==> src/rtl/dmem_pkg.sv <==
// Shared definitions for the data-memory bridge: size codes, FSM encoding,
// latency limit and the store-side lane helpers.
package dmem_pkg;

  localparam logic [1:0] SZ_BYTE = 2'b00;
  localparam logic [1:0] SZ_HALF = 2'b01;
  localparam logic [1:0] SZ_WORD = 2'b10;
  localparam logic [1:0] SZ_RSVD = 2'b11;

  localparam int MAX_READ_LAT = 3;

  typedef enum logic [1:0] {
    ST_IDLE = 2'b00,
    ST_WAIT = 2'b01,
    ST_RESP = 2'b10
  } state_t;

  // The reserved size code behaves as a word everywhere.
  function automatic logic is_misaligned(input logic [1:0] size, input logic [1:0] off);
    logic mis;
    case (size)
      SZ_BYTE: mis = 1'b0;
      SZ_HALF: mis = off[0];
      default: mis = (off != 2'b00);
    endcase
    return mis;
  endfunction

  function automatic logic [3:0] byte_enables(input logic [1:0] size, input logic [1:0] off);
    logic [3:0] be;
    case (size)
      SZ_BYTE: be = 4'b0001 << off;
      SZ_HALF: be = 4'b0011 << off;
      default: be = 4'b1111;
    endcase
    return be;
  endfunction

  function automatic logic [31:0] steer_wdata(input logic [1:0] size, input logic [31:0] wdata);
    logic [31:0] d;
    case (size)
      SZ_BYTE: d = {4{wdata[7:0]}};
      SZ_HALF: d = {2{wdata[15:0]}};
      default: d = wdata;
    endcase
    return d;
  endfunction

endpackage

==> src/rtl/dmem_bridge_if.sv <==
// MEM-stage request/response and bus-side signals of the data-memory bridge.
// slave = the bridge itself, master = the pipeline plus bus fabric around it.
interface dmem_bridge_if #(
  parameter int ADDR_W = 32,
  parameter int DATA_W = 32,
  parameter int NUM_CH = 2
);

  logic                     req_valid;
  logic                     req_wen;
  logic [1:0]               req_size;
  logic                     req_unsigned;
  logic [ADDR_W-1:0]        req_addr;
  logic [DATA_W-1:0]        req_wdata;

  logic                     stall;
  logic                     rsp_valid;
  logic [DATA_W-1:0]        rsp_rdata;
  logic                     misalign_err;

  logic [ADDR_W-1:0]        bus_addr;
  logic [NUM_CH-1:0]        bus_ch_sel;
  logic                     bus_wen;
  logic [1:0]               bus_mask;
  logic [3:0]               bus_be;
  logic [DATA_W-1:0]        bus_wdata;
  logic [NUM_CH*DATA_W-1:0] bus_rdata;

  modport slave (
    input  req_valid, req_wen, req_size, req_unsigned, req_addr, req_wdata,
    output stall, rsp_valid, rsp_rdata, misalign_err,
    output bus_addr, bus_ch_sel, bus_wen, bus_mask, bus_be, bus_wdata,
    input  bus_rdata
  );

  modport master (
    output req_valid, req_wen, req_size, req_unsigned, req_addr, req_wdata,
    input  stall, rsp_valid, rsp_rdata, misalign_err,
    input  bus_addr, bus_ch_sel, bus_wen, bus_mask, bus_be, bus_wdata,
    output bus_rdata
  );

endinterface

==> src/rtl/dmem_bridge_load_align.sv <==
// Load alignment: picks the byte/half at the byte offset and sign- or
// zero-extends it; words pass straight through.
module load_align
  import dmem_pkg::*;
(
  input  logic [31:0] rdata,
  input  logic [1:0]  offset,
  input  logic [1:0]  size,
  input  logic        is_unsigned,
  output logic [31:0] data
);

  logic [7:0]  byte_s;
  logic [15:0] half_s;

  // Lane selection followed by extension.
  always_comb begin
    byte_s = 8'h00;
    half_s = 16'h0000;
    data   = 32'h0000_0000;
    case (offset)
      2'b00:   byte_s = rdata[7:0];
      2'b01:   byte_s = rdata[15:8];
      2'b10:   byte_s = rdata[23:16];
      2'b11:   byte_s = rdata[31:24];
      default: byte_s = 8'h00;
    endcase
    if (offset[1]) begin
      half_s = rdata[31:16];
    end else begin
      half_s = rdata[15:0];
    end
    case (size)
      SZ_BYTE: begin
        if (is_unsigned) begin
          data = {24'h00_0000, byte_s};
        end else begin
          data = {{24{byte_s[7]}}, byte_s};
        end
      end
      SZ_HALF: begin
        if (is_unsigned) begin
          data = {16'h0000, half_s};
        end else begin
          data = {{16{half_s[15]}}, half_s};
        end
      end
      default: data = rdata;
    endcase
  end

endmodule

==> src/rtl/dmem_bridge.sv <==
// Data-memory bridge between the MEM stage and a NUM_CH-channel bus.
// Optional DMEM_RSP_REG_EN adds one register stage on rsp_valid/rsp_rdata.
module dmem_bridge
  import dmem_pkg::*;
#(
  parameter int ADDR_W    = 32,
  parameter int DATA_W    = 32,
  parameter int READ_LAT  = 1,
  parameter int NUM_CH    = 2,
  parameter int CH_SEL_LO = 28
) (
  input logic       clk,
  input logic       rst,
  dmem_bridge_if.slave dmem
);

  localparam int CH_W = (NUM_CH > 1) ? $clog2(NUM_CH) : 1;
  localparam bit LOAD_WAITS = (READ_LAT != 0);
  // Issue cycle plus (READ_LAT-1) WAIT cycles; the counter holds the remaining WAIT cycles minus one.
  localparam logic [1:0] WAIT_INIT = (READ_LAT >= 2) ? 2'(READ_LAT - 2) : 2'b00;

  if (DATA_W != 32) begin : g_bad_data_w
    $error("dmem_bridge: DATA_W must be 32");
  end
  if (READ_LAT < 0 || READ_LAT > MAX_READ_LAT) begin : g_bad_lat
    $error("dmem_bridge: READ_LAT out of range");
  end
  if (NUM_CH < 1 || NUM_CH > 8 || (NUM_CH & (NUM_CH - 1)) != 0) begin : g_bad_ch
    $error("dmem_bridge: NUM_CH must be a power of 2 in 1..8");
  end

  state_t            state_r;
  logic [1:0]        cnt_r;
  logic [CH_W-1:0]   ch_r;
  logic [ADDR_W-1:0] addr_r;
  logic [1:0]        off_r;
  logic [1:0]        size_r;
  logic              uns_r;

  logic [CH_W-1:0]   ch_idx_s;
  logic [CH_W-1:0]   rd_ch_s;
  logic [ADDR_W-1:0] word_addr_s;
  logic [NUM_CH-1:0] req_sel_s;
  logic [NUM_CH-1:0] cap_sel_s;
  logic              pend_s;
  logic              accept_s;
  logic              mis_s;
  logic [DATA_W-1:0] ch_rdata_a [2**CH_W];
  logic [DATA_W-1:0] ch_rdata_s;
  logic [1:0]        al_off_s;
  logic [1:0]        al_size_s;
  logic              al_uns_s;
  logic [31:0]       al_data_s;

  logic              stall_raw_s;
  logic              rsp_raw_v_s;
  logic [DATA_W-1:0] rsp_raw_d_s;
  logic              mis_err_s;
  logic [ADDR_W-1:0] bus_addr_s;
  logic [NUM_CH-1:0] bus_sel_s;
  logic              bus_wen_s;
  logic [1:0]        bus_mask_s;
  logic [3:0]        bus_be_s;
  logic [DATA_W-1:0] bus_wdata_s;

  if (NUM_CH > 1) begin : g_ch_dec
    assign ch_idx_s = dmem.req_addr[CH_SEL_LO +: CH_W];
  end else begin : g_ch_one
    assign ch_idx_s = '0;
  end

  for (genvar k = 0; k < 2**CH_W; k++) begin : g_rd
    if (k < NUM_CH) begin : g_live
      assign ch_rdata_a[k] = dmem.bus_rdata[k*DATA_W +: DATA_W];
    end else begin : g_pad
      assign ch_rdata_a[k] = '0;
    end
  end

  assign word_addr_s = {dmem.req_addr[ADDR_W-1:2], 2'b00};
  assign req_sel_s   = NUM_CH'(1'b1) << ch_idx_s;
  assign cap_sel_s   = NUM_CH'(1'b1) << ch_r;
  assign accept_s    = dmem.req_valid & (state_r == ST_IDLE) & ~pend_s;
  assign mis_s       = is_misaligned(dmem.req_size, dmem.req_addr[1:0]);

  // In RESP the aligner works on captured fields; otherwise on the live request (zero-latency path).
  always_comb begin
    if (state_r == ST_RESP) begin
      rd_ch_s   = ch_r;
      al_off_s  = off_r;
      al_size_s = size_r;
      al_uns_s  = uns_r;
    end else begin
      rd_ch_s   = ch_idx_s;
      al_off_s  = dmem.req_addr[1:0];
      al_size_s = dmem.req_size;
      al_uns_s  = dmem.req_unsigned;
    end
    ch_rdata_s = ch_rdata_a[rd_ch_s];
  end

  load_align u_align (
    .rdata       (ch_rdata_s),
    .offset      (al_off_s),
    .size        (al_size_s),
    .is_unsigned (al_uns_s),
    .data        (al_data_s)
  );

  // Bus strobes, stall and raw response, all forced low while reset is asserted.
  always_comb begin
    stall_raw_s = 1'b0;
    rsp_raw_v_s = 1'b0;
    rsp_raw_d_s = '0;
    mis_err_s   = 1'b0;
    bus_addr_s  = '0;
    bus_sel_s   = '0;
    bus_wen_s   = 1'b0;
    bus_mask_s  = 2'b00;
    bus_be_s    = 4'b0000;
    bus_wdata_s = '0;
    if (rst) begin
      stall_raw_s = 1'b0;
    end else begin
      case (state_r)
        ST_IDLE: begin
          if (!accept_s) begin
            stall_raw_s = 1'b0;
          end else if (mis_s) begin
            mis_err_s   = 1'b1;
            rsp_raw_v_s = ~dmem.req_wen;
          end else begin
            bus_addr_s  = word_addr_s;
            bus_sel_s   = req_sel_s;
            bus_wen_s   = dmem.req_wen;
            bus_mask_s  = dmem.req_size;
            bus_be_s    = byte_enables(dmem.req_size, dmem.req_addr[1:0]);
            bus_wdata_s = steer_wdata(dmem.req_size, dmem.req_wdata);
            if (dmem.req_wen) begin
              stall_raw_s = 1'b0;
            end else if (LOAD_WAITS) begin
              stall_raw_s = 1'b1;
            end else begin
              rsp_raw_v_s = 1'b1;
              rsp_raw_d_s = al_data_s;
            end
          end
        end
        ST_WAIT: begin
          bus_addr_s  = addr_r;
          bus_sel_s   = cap_sel_s;
          bus_mask_s  = size_r;
          bus_be_s    = byte_enables(size_r, off_r);
          stall_raw_s = 1'b1;
        end
        ST_RESP: begin
          bus_addr_s  = addr_r;
          bus_sel_s   = cap_sel_s;
          bus_mask_s  = size_r;
          bus_be_s    = byte_enables(size_r, off_r);
          rsp_raw_v_s = 1'b1;
          rsp_raw_d_s = al_data_s;
        end
        default: begin
          stall_raw_s = 1'b0;
        end
      endcase
    end
  end

  // Load sequencing: capture the access at issue and count down the bus read latency.
  always_ff @(posedge clk) begin
    if (rst) begin
      state_r <= ST_IDLE;
      cnt_r   <= 2'b00;
      ch_r    <= '0;
      addr_r  <= '0;
      off_r   <= 2'b00;
      size_r  <= 2'b00;
      uns_r   <= 1'b0;
    end else begin
      case (state_r)
        ST_IDLE: begin
          if (accept_s && !mis_s && !dmem.req_wen && LOAD_WAITS) begin
            ch_r    <= ch_idx_s;
            addr_r  <= word_addr_s;
            off_r   <= dmem.req_addr[1:0];
            size_r  <= dmem.req_size;
            uns_r   <= dmem.req_unsigned;
            cnt_r   <= WAIT_INIT;
            state_r <= (READ_LAT == 1) ? ST_RESP : ST_WAIT;
          end else begin
            state_r <= ST_IDLE;
          end
        end
        ST_WAIT: begin
          if (cnt_r == 2'b00) begin
            state_r <= ST_RESP;
          end else begin
            cnt_r <= cnt_r - 2'b01;
          end
        end
        ST_RESP: state_r <= ST_IDLE;
        default: state_r <= ST_IDLE;
      endcase
    end
  end

`ifdef DMEM_RSP_REG_EN
  logic              rsp_valid_r;
  logic [DATA_W-1:0] rsp_rdata_r;

  // The registered response also blocks re-issue of the still-held request for one cycle.
  assign pend_s = rsp_valid_r;

  // Response register stage.
  always_ff @(posedge clk) begin
    if (rst) begin
      rsp_valid_r <= 1'b0;
      rsp_rdata_r <= '0;
    end else begin
      rsp_valid_r <= rsp_raw_v_s;
      rsp_rdata_r <= rsp_raw_d_s;
    end
  end

  assign dmem.stall     = stall_raw_s | rsp_raw_v_s;
  assign dmem.rsp_valid = rsp_valid_r & ~rst;
  assign dmem.rsp_rdata = rst ? '0 : rsp_rdata_r;
`else
  assign pend_s         = 1'b0;
  assign dmem.stall     = stall_raw_s;
  assign dmem.rsp_valid = rsp_raw_v_s;
  assign dmem.rsp_rdata = rsp_raw_d_s;
`endif

  assign dmem.misalign_err = mis_err_s;
  assign dmem.bus_addr     = bus_addr_s;
  assign dmem.bus_ch_sel   = bus_sel_s;
  assign dmem.bus_wen      = bus_wen_s;
  assign dmem.bus_mask     = bus_mask_s;
  assign dmem.bus_be       = bus_be_s;
  assign dmem.bus_wdata    = bus_wdata_s;

endmodule
==> src/flat_wrapper.sv <==
// flat-port wrapper written by rule: the top's interface ports become plain ports
module dmem_bridge_flat import dmem_pkg::*;
#(
  parameter int ADDR_W    = 32,
  parameter int DATA_W    = 32,
  parameter int READ_LAT  = 1,
  parameter int NUM_CH    = 2,
  parameter int CH_SEL_LO = 28
)
  (clk, rst, dmem_req_valid, dmem_req_wen, dmem_req_size, dmem_req_unsigned, dmem_req_addr, dmem_req_wdata, dmem_stall, dmem_rsp_valid, dmem_rsp_rdata, dmem_misalign_err, dmem_bus_addr, dmem_bus_ch_sel, dmem_bus_wen, dmem_bus_mask, dmem_bus_be, dmem_bus_wdata, dmem_bus_rdata);
  dmem_bridge_if #(.ADDR_W(ADDR_W), .DATA_W(DATA_W), .NUM_CH(NUM_CH)) dmem_i ();
  input logic clk;
  input logic rst;
  input wire logic [$bits(dmem_i.req_valid)-1:0] dmem_req_valid;
  input wire logic [$bits(dmem_i.req_wen)-1:0] dmem_req_wen;
  input wire logic [$bits(dmem_i.req_size)-1:0] dmem_req_size;
  input wire logic [$bits(dmem_i.req_unsigned)-1:0] dmem_req_unsigned;
  input wire logic [$bits(dmem_i.req_addr)-1:0] dmem_req_addr;
  input wire logic [$bits(dmem_i.req_wdata)-1:0] dmem_req_wdata;
  output wire logic [$bits(dmem_i.stall)-1:0] dmem_stall;
  output wire logic [$bits(dmem_i.rsp_valid)-1:0] dmem_rsp_valid;
  output wire logic [$bits(dmem_i.rsp_rdata)-1:0] dmem_rsp_rdata;
  output wire logic [$bits(dmem_i.misalign_err)-1:0] dmem_misalign_err;
  output wire logic [$bits(dmem_i.bus_addr)-1:0] dmem_bus_addr;
  output wire logic [$bits(dmem_i.bus_ch_sel)-1:0] dmem_bus_ch_sel;
  output wire logic [$bits(dmem_i.bus_wen)-1:0] dmem_bus_wen;
  output wire logic [$bits(dmem_i.bus_mask)-1:0] dmem_bus_mask;
  output wire logic [$bits(dmem_i.bus_be)-1:0] dmem_bus_be;
  output wire logic [$bits(dmem_i.bus_wdata)-1:0] dmem_bus_wdata;
  input wire logic [$bits(dmem_i.bus_rdata)-1:0] dmem_bus_rdata;
  assign dmem_i.req_valid = dmem_req_valid;
  assign dmem_i.req_wen = dmem_req_wen;
  assign dmem_i.req_size = dmem_req_size;
  assign dmem_i.req_unsigned = dmem_req_unsigned;
  assign dmem_i.req_addr = dmem_req_addr;
  assign dmem_i.req_wdata = dmem_req_wdata;
  assign dmem_stall = dmem_i.stall;
  assign dmem_rsp_valid = dmem_i.rsp_valid;
  assign dmem_rsp_rdata = dmem_i.rsp_rdata;
  assign dmem_misalign_err = dmem_i.misalign_err;
  assign dmem_bus_addr = dmem_i.bus_addr;
  assign dmem_bus_ch_sel = dmem_i.bus_ch_sel;
  assign dmem_bus_wen = dmem_i.bus_wen;
  assign dmem_bus_mask = dmem_i.bus_mask;
  assign dmem_bus_be = dmem_i.bus_be;
  assign dmem_bus_wdata = dmem_i.bus_wdata;
  assign dmem_i.bus_rdata = dmem_bus_rdata;
  dmem_bridge #(.ADDR_W(ADDR_W), .DATA_W(DATA_W), .READ_LAT(READ_LAT), .NUM_CH(NUM_CH), .CH_SEL_LO(CH_SEL_LO)) u_core (.clk(clk), .rst(rst), .dmem(dmem_i));
endmodule
==> config.mk <==
export PLATFORM = sky130hd
export DESIGN_NAME = dmem_bridge_flat
export DESIGN_NICKNAME = d
export VERILOG_FILES = /design/src/rtl/dmem_pkg.sv /design/src/rtl/dmem_bridge_if.sv /design/src/rtl/dmem_bridge_load_align.sv /design/src/rtl/dmem_bridge.sv /design/src/flat_wrapper.sv
export SDC_FILE = /design/constraint.sdc
export NUM_CORES = 1
export LEC_CHECK = 0
export ABC_AREA = 0
export ABC_CLOCK_PERIOD_IN_PS = 3500
export CORE_MARGIN = 2
export CORE_UTILIZATION = 25
export DETAILED_ROUTE_END_ITERATION = 16
export DONT_BUFFER_PORTS = 1
export PLACE_DENSITY = 0.45
export SLEW_MARGIN = 20
export SYNTH_ARGS = -nofsm -noshare
export SYNTH_HDL_FRONTEND = slang
export SYNTH_SLANG_ARGS = --single-unit
==> constraint.sdc <==
create_clock -name clk -period 3.5 [get_ports clk]
set_input_delay 0.35 -clock clk [delete_from_list [all_inputs] [get_ports clk]]
set_output_delay 0.35 -clock clk [all_outputs]
set_load 0.05 [all_outputs]
==> impl_metrics.csv, run 1 <==
group,metric,value,unit
detailed_routing,routed_wl,14500,um
floorplan,initial_core_util,25.3,%
synthesis,synth.avg_cell_area,6.68,um2
sta,worst_pin_slew,924,ps
sta,fin_worst_skew,3.42,ps
clock_tree,cts_hold_buf,0,
synthesis,ys.flop_type,"dfxtp_1",
finish,diodes,0,
synthesis,synthArstFlopShare,0,%
run,cap_viol_max_count,0,
clock_tree,clockRootBuffer,"clkbuf_16",
detailed_routing,drt-initial-drc-count,244,
power_and_ir_drop,ir_drop,0.243,mV
detailed_routing,ant_nets,0,
synthesis,yosysSeqAreaShare,19.7,%
sta,fin_crit_sh,94.9,%
place,dpl.cell_count,788,
detailed_routing,drcViolationCount,0,
status,status,"completed",
clock_tree,cts_buffer_depth,2,
worst_setup_path,critPathMaxFanout,22,
global_routing,grt_antenna_before_repair,0,
power_and_ir_drop,pwr_density_cell,292,mW/mm2
detailed_routing,dr.pass1.iters,4,
clock_tree,cts_inserted_buffers,5,
worst_setup_path,crit_arrival,2970,ps
synthesis,ys_warn_count,0,
global_routing,grt_pass1_wl,21900,um
synthesis,yosys.area.top_type,"dfxtp_1",
place,io_buffers,0,
synthesis,synth_top_cells_by_area,"dfxtp_1, nand2_1, mux2i_1, a21oi_1, a22o_1",
floorplan,fp.dieW,125,um
clock_tree,insertion_delay,280,ps
finish,area_growth,33.0,%
clock_tree,cts_sinks,36,
clock_tree,post-cts-setup-buffer-count,0,
clock_tree,path_clk_slew,60,ps
worst_setup_path,path_buf_inv,2,
sta,slew_headroom,38.4,%
finish,final_nets,746,
worst_setup_path,crit_top_cell,"buf_4",
clock_tree,cts_max_level,2,
global_routing,grt_max_degree,49,
synthesis,synth_enable_flop_cells,0,
sta,setup_viol,0,
finish,drive_gt1_share,24.3,%
global_routing,overflow,0,
finish,finalNonFillerCells,796,
synthesis,syn_area,0.00365,mm2
worst_setup_path,critPathMaxStageDelay,670,ps
sta,slew_viol_final,0,
floorplan,die_area,0.0156,mm2
worst_setup_path,cpMaxStageDelayCell,"a31oi_1",
worst_setup_path,crit_required,3150,ps
detailed_routing,viasPerCell,5.39,
place,place_congestion,0.863,
power_and_ir_drop,p_leak,0.00203,uW
floorplan,ios,243,
worst_setup_path,start_kind,"register",
synthesis,synthCells,546,
worst_hold_path,worstHoldPathType,"in -> reg",
global_routing,grt_usage,17.0,%
synthesis,synth.top_cell.area_share,19.7,%
finish,fillers,1565,
sta,period_needed,3320,ps
floorplan,coreArea,0.0144,mm2
floorplan,die_y,125,um
worst_setup_path,end_kind,"output port",
synthesis,ys_ff_latch,36,
place,dpl.hpwl,10900,um
detailed_routing,vias,4292,
detailed_routing,wire_per_inst,18.2,um
floorplan,core.rowCount,44,
synthesis,synth_most_common_cell,"nand2_1",
worst_setup_path,crit_chain,"buf_4 > nor3b_1 > a31oi_1 > o221ai_1 > nand2b_2 > a22oi_1 > buf_4",
worst_setup_path,cpLargestDelayFamily,"compound AO/OA/AOI/OAI gates",
clock_tree,cts_tree,"done",
worst_setup_path,setup.worst_path.class,"reg -> out",
synthesis,yosysUniqueCellTypes,42,
power_and_ir_drop,power,1420,uW
global_routing,first_global_vias,4100,
sta,hold_viol,0,
sta,clock.fmax,301,MHz
sta,rsz0062_at_grt,"false",
synthesis,ys_top_cells_by_count,"nand2_1, a21oi_1, mux2i_1",
==> flip-flops by register name (all words and copies together) (netlist names) <==
signal / flops
u_core.addr_r: 30
u_core.off_r: 2
u_core.size_r: 2
u_core.state_r: 1
u_core.uns_r: 1
==> report_power, final <==
group / internal (uW) / switching [uW] / leakage (uW)
logic: 162 / 310 / 0.00166
clock network: 334 / 174 / 0.0000798
registers: 426 / 12.1 / 0.000293
total: 922 / 496 / 0.00203
==> final cells by class <==
class	instances	area [um2]	share of cell area [%]
Clock buffer	5	125	2.58
Clock inverter	3	42.5	0.877
Inverter	5	18.8	0.387
Multi-Input combinational cell	453	2750	56.7
Sequential cell	36	721	14.8
Tap cell	184	230	4.74
Timing Repair Buffer	110	963	19.9
==> routing by layer <==
metal	wire, um	up-vias	track usage (%)
met4	209	0	4.12
met3	1320	19	4.81
li1	-	2049	-
met5	0	-	0
met2	7170	187	30.3
met1	5780	2037	20.0
==> path summary, 6_finish.rpt <==
check	from	to	slack, ps	cells after the start
max reg2reg	u_core.state_r[1]	u_core.addr_r[3]	1280	7
min reg2reg	u_core.addr_r[30]	u_core.addr_r[30]	450	2
min	rst	u_core.addr_r[23]	140	1
max	u_core.state_r[1]	dmem_rsp_rdata[19]	180	7
==> kinds of logic after synthesis <==
logic type	count (synthesis)	share of synthesized area, %
buffers and inverters	58	6.93
other	1	0.103
AND/OR/NAND/NOR	228	26.6
multiplexers	55	16.0
flip-flops	36	19.7
AO/OA/AOI/OAI	168	30.6
==> cell usage in the layout, fill, tap and decap left out, types with 2 or more instances in the layout <==
master / count
or2_2: 2
o22ai_1: 8
and2_1: 8
buf_12: 11
a21oi_1: 80
clkbuf_16: 5
a22oi_2: 10
a21o_1: 2
nand3_1: 15
o21a_1: 9
mux4_2: 2
nand2_1: 136
conb_1: 2
a2111oi_2: 7
nor2_1: 39
buf_4: 99
a22oi_1: 5
inv_1: 5
o21ai_0: 10
dfxtp_1: 36
a31oi_1: 2
mux2i_1: 50
a22o_1: 30
nor2b_1: 4
and3_1: 7
nand2b_1: 5
or3_1: 2
==> per-stage QoR <==
| step | instance area (um2) | worst slack (ps) | hold slack [ps] | TNS [ps] | utilization (%) |
|---|---|---|---|---|---|
| 2_1_floorplan | 3690 | -128 | 436 | -128 | - |
| 3_3_place_gp | 4680 | 412 | 423 | 0 | 32.4 |
| 3_5_place_dp | 4680 | 234 | 427 | 0 | 32.4 |
| 4_1_cts | 4850 | 68.5 | 130 | 0 | 33.6 |
| 5_1_grt | 4850 | 14.7 | 128 | 0 | 33.6 |
| 6_report | 4850 | 178 | 135 | 0 | 33.6 |
==> what timing repair did <==
action / CTS / global route
gates cloned: 0 / 0
gates resized for setup: 1 / 1
pin swaps: 0 / 0
setup endpoints to repair: 14 / 14
(Power assumes the default switching activity.)
==> run 2: changes to the inputs <==
- PLACE_DENSITY: 0.45 -> unset
==> impl_metrics.csv, run 2 (synthesized netlist as in run 1, its figures left out) <==
group,metric,value,unit
sta,hold-worst-slack,130,ps
floorplan,coreArea,0.0144,mm2
floorplan,initial_core_util,25.3,%
global_routing,grt_pass1_wl,21500,um
detailed_routing,viasPerCell,5.37,
finish,final_common_cell,"nand2_1",
sta,fin_crit_sh,94.0,%
floorplan,die_y,125,um
worst_setup_path,start_kind,"register",
worst_setup_path,reg2reg_to,"u_core.addr_r[10]",
global_routing,grt_antenna_before_repair,0,
worst_setup_path,rr_worst_depth,7,
finish,area_growth,25.3,%
power_and_ir_drop,p_leak,0.00183,uW
clock_tree,path_clk_slew,60,ps
place,place_congestion,0.899,
worst_setup_path,rrSetupSlack,1350,ps
power_and_ir_drop,pwr_density_cell,295,mW/mm2
clock_tree,post-cts-setup-buffer-count,0,
finish,final_cell_area,0.00457,mm2
sta,period_needed,3290,ps
power_and_ir_drop,p_clk_share,34.0,%
power_and_ir_drop,p_sw_share,36.6,%
worst_hold_path,worstHoldPathType,"in -> reg",
detailed_routing,routed_wl,14100,um
clock_tree,clockRootBuffer,"clkbuf_16",
sta,fin_worst_skew,4.88,ps
place,dpl.cell_count,753,
worst_hold_path,whs_path_depth,1,
finish,drive_gt1_share,19.6,%
floorplan,fp.dieW,125,um
detailed_routing,ant_nets,0,
floorplan,die_area,0.0156,mm2
detailed_routing,wire_per_inst,18.5,um
detailed_routing,drcViolationCount,0,
worst_setup_path,crit_arrival,2940,ps
power_and_ir_drop,ir_drop,0.270,mV
power_and_ir_drop,p_int,854,uW
clock_tree,cts_tree,"done",
sta,rsz0062_at_grt,"false",
worst_setup_path,critPathMaxFanout,15,
global_routing,grt_usage,16.7,%
sta,slew_viol_final,0,
power_and_ir_drop,power,1350,uW
floorplan,core.rowCount,44,
run,cap_viol_max_count,0,
clock_tree,cts_buffer_depth,2,
clock_tree,insertion_delay,280,ps
worst_setup_path,setup.worst_path.class,"reg -> out",
sta,final.setup.tns,0,ps
detailed_routing,drt-initial-drc-count,230,
place,io_buffers,0,
sta,clock.fmax,304,MHz
worst_setup_path,reg2reg_from,"u_core.state_r[1]",
sta,setup_viol,0,
sta,hold_viol,0,
detailed_routing,vias,4090,
finish,reg.largest.list,"u_core.addr_r (30), u_core.off_r (2), u_core.size_r (2)",
finish,largest_reg_flops,30,
status,status,"completed",
clock_tree,cts_max_level,2,
worst_hold_path,min_from,"rst",
place,dpl.hpwl,10600,um
finish,top_register,"u_core.addr_r",
finish,fillers,1551,
finish,diodes,0,
power_and_ir_drop,combPwrFrac,33.5,%
power_and_ir_drop,switchingPower,494,uW
sta,slew_headroom,38.3,%
finish,final_nets,711,
worst_setup_path,crit_required,3150,ps
worst_setup_path,end_kind,"output port",
worst_hold_path,hold-path-endpoint,"u_core.addr_r[14]",
floorplan,ios,243,
global_routing,grt_max_degree,49,
detailed_routing,dr.pass1.iters,5,
global_routing,first_global_vias,3907,
place,dpl_cell_area,0.00441,mm2
clock_tree,cts_inserted_buffers,5,
power_and_ir_drop,p_seq_share,32.5,%
global_routing,overflow,0,
finish,finalNonFillerCells,761,
clock_tree,cts_hold_buf,0,
finish,final_cell_mix,"nand2_1, a21oi_1, buf_4",
sta,worst_pin_slew,926,ps
clock_tree,cts_sinks,36,
run 2: worst max-delay path by stage:
stage | from | slack, ps | depth (start not counted) | end
after floorplan | u_core.state_r[1] | -130 | 8 | dmem_rsp_rdata[5]
after global placement | u_core.state_r[1] | 520 | 7 | dmem_rsp_rdata[19]
after detailed placement | u_core.state_r[1] | 490 | 6 | dmem_rsp_rdata[24]
after CTS | u_core.state_r[1] | 190 | 6 | dmem_rsp_rdata[24]
after global routing | u_core.state_r[1] | 40 | 6 | dmem_rsp_rdata[17]
final | u_core.state_r[1] | 210 | 6 | dmem_rsp_rdata[17]
run 2: critical path: stages, from the launching register on:
cell	delay, ps
dfxtp_1	370
mux2_4	420
mux4_2	400
mux2i_2	90
or4_1	860
a22oi_1	280
buf_4	230
run 2: area by class of cell:
cell class                 count  area [um2]  share of cell area, %
clock buffer                   6         139                   3.04
inverter                       5        18.8                  0.411
tap                          184         230                   5.04
clock inverter                 2        15.0                  0.328
multi-input combinational    453        2750                   60.1
timing repair buffer          75         701                   15.3
sequential                    36         721                   15.8
run 2: timing repair:
action | 4_1_cts | 5_1_grt
resized for setup | 0 | 1
setup endpoints to repair | 0 | 14
hold endpoints to repair | 0 | 0
run 2: per-stage QoR:
step / utilization (%) / setup WS [ps]
after floorplan: - / -128
after global placement: 30.6 / 520
after detailed placement: 30.6 / 492
after CTS: 31.7 / 190
after global routing: 31.7 / 41.4
final: 31.7 / 211
run 2: routing by layer:
metal	part of all wire (%)	wire, um	vias up	track usage [%]
met5	0	0	-	0
met4	1.9	262	0	4.44
met3	10	1420	22	5.20
met2	48	6790	217	28.2
met1	40	5590	1873	20.7
li1	-	-	1978	-
run 2: power groups by stage:
stage | combinational (uW) | sequential [uW] | clock, uW
after global routing | 487 | 439 | 490
after CTS | 453 | 437 | 472
after global placement | 449 | 446 | 0
after detailed placement | 452 | 446 | 0
final | 452 | 438 | 458
after floorplan | 377 | 440 | 0
==> run 3: changes to the inputs <==
- SLEW_MARGIN: 20 -> unset
==> results of run 3 <==
No change in the layout: final DEF, timing and power equal those of run 2.
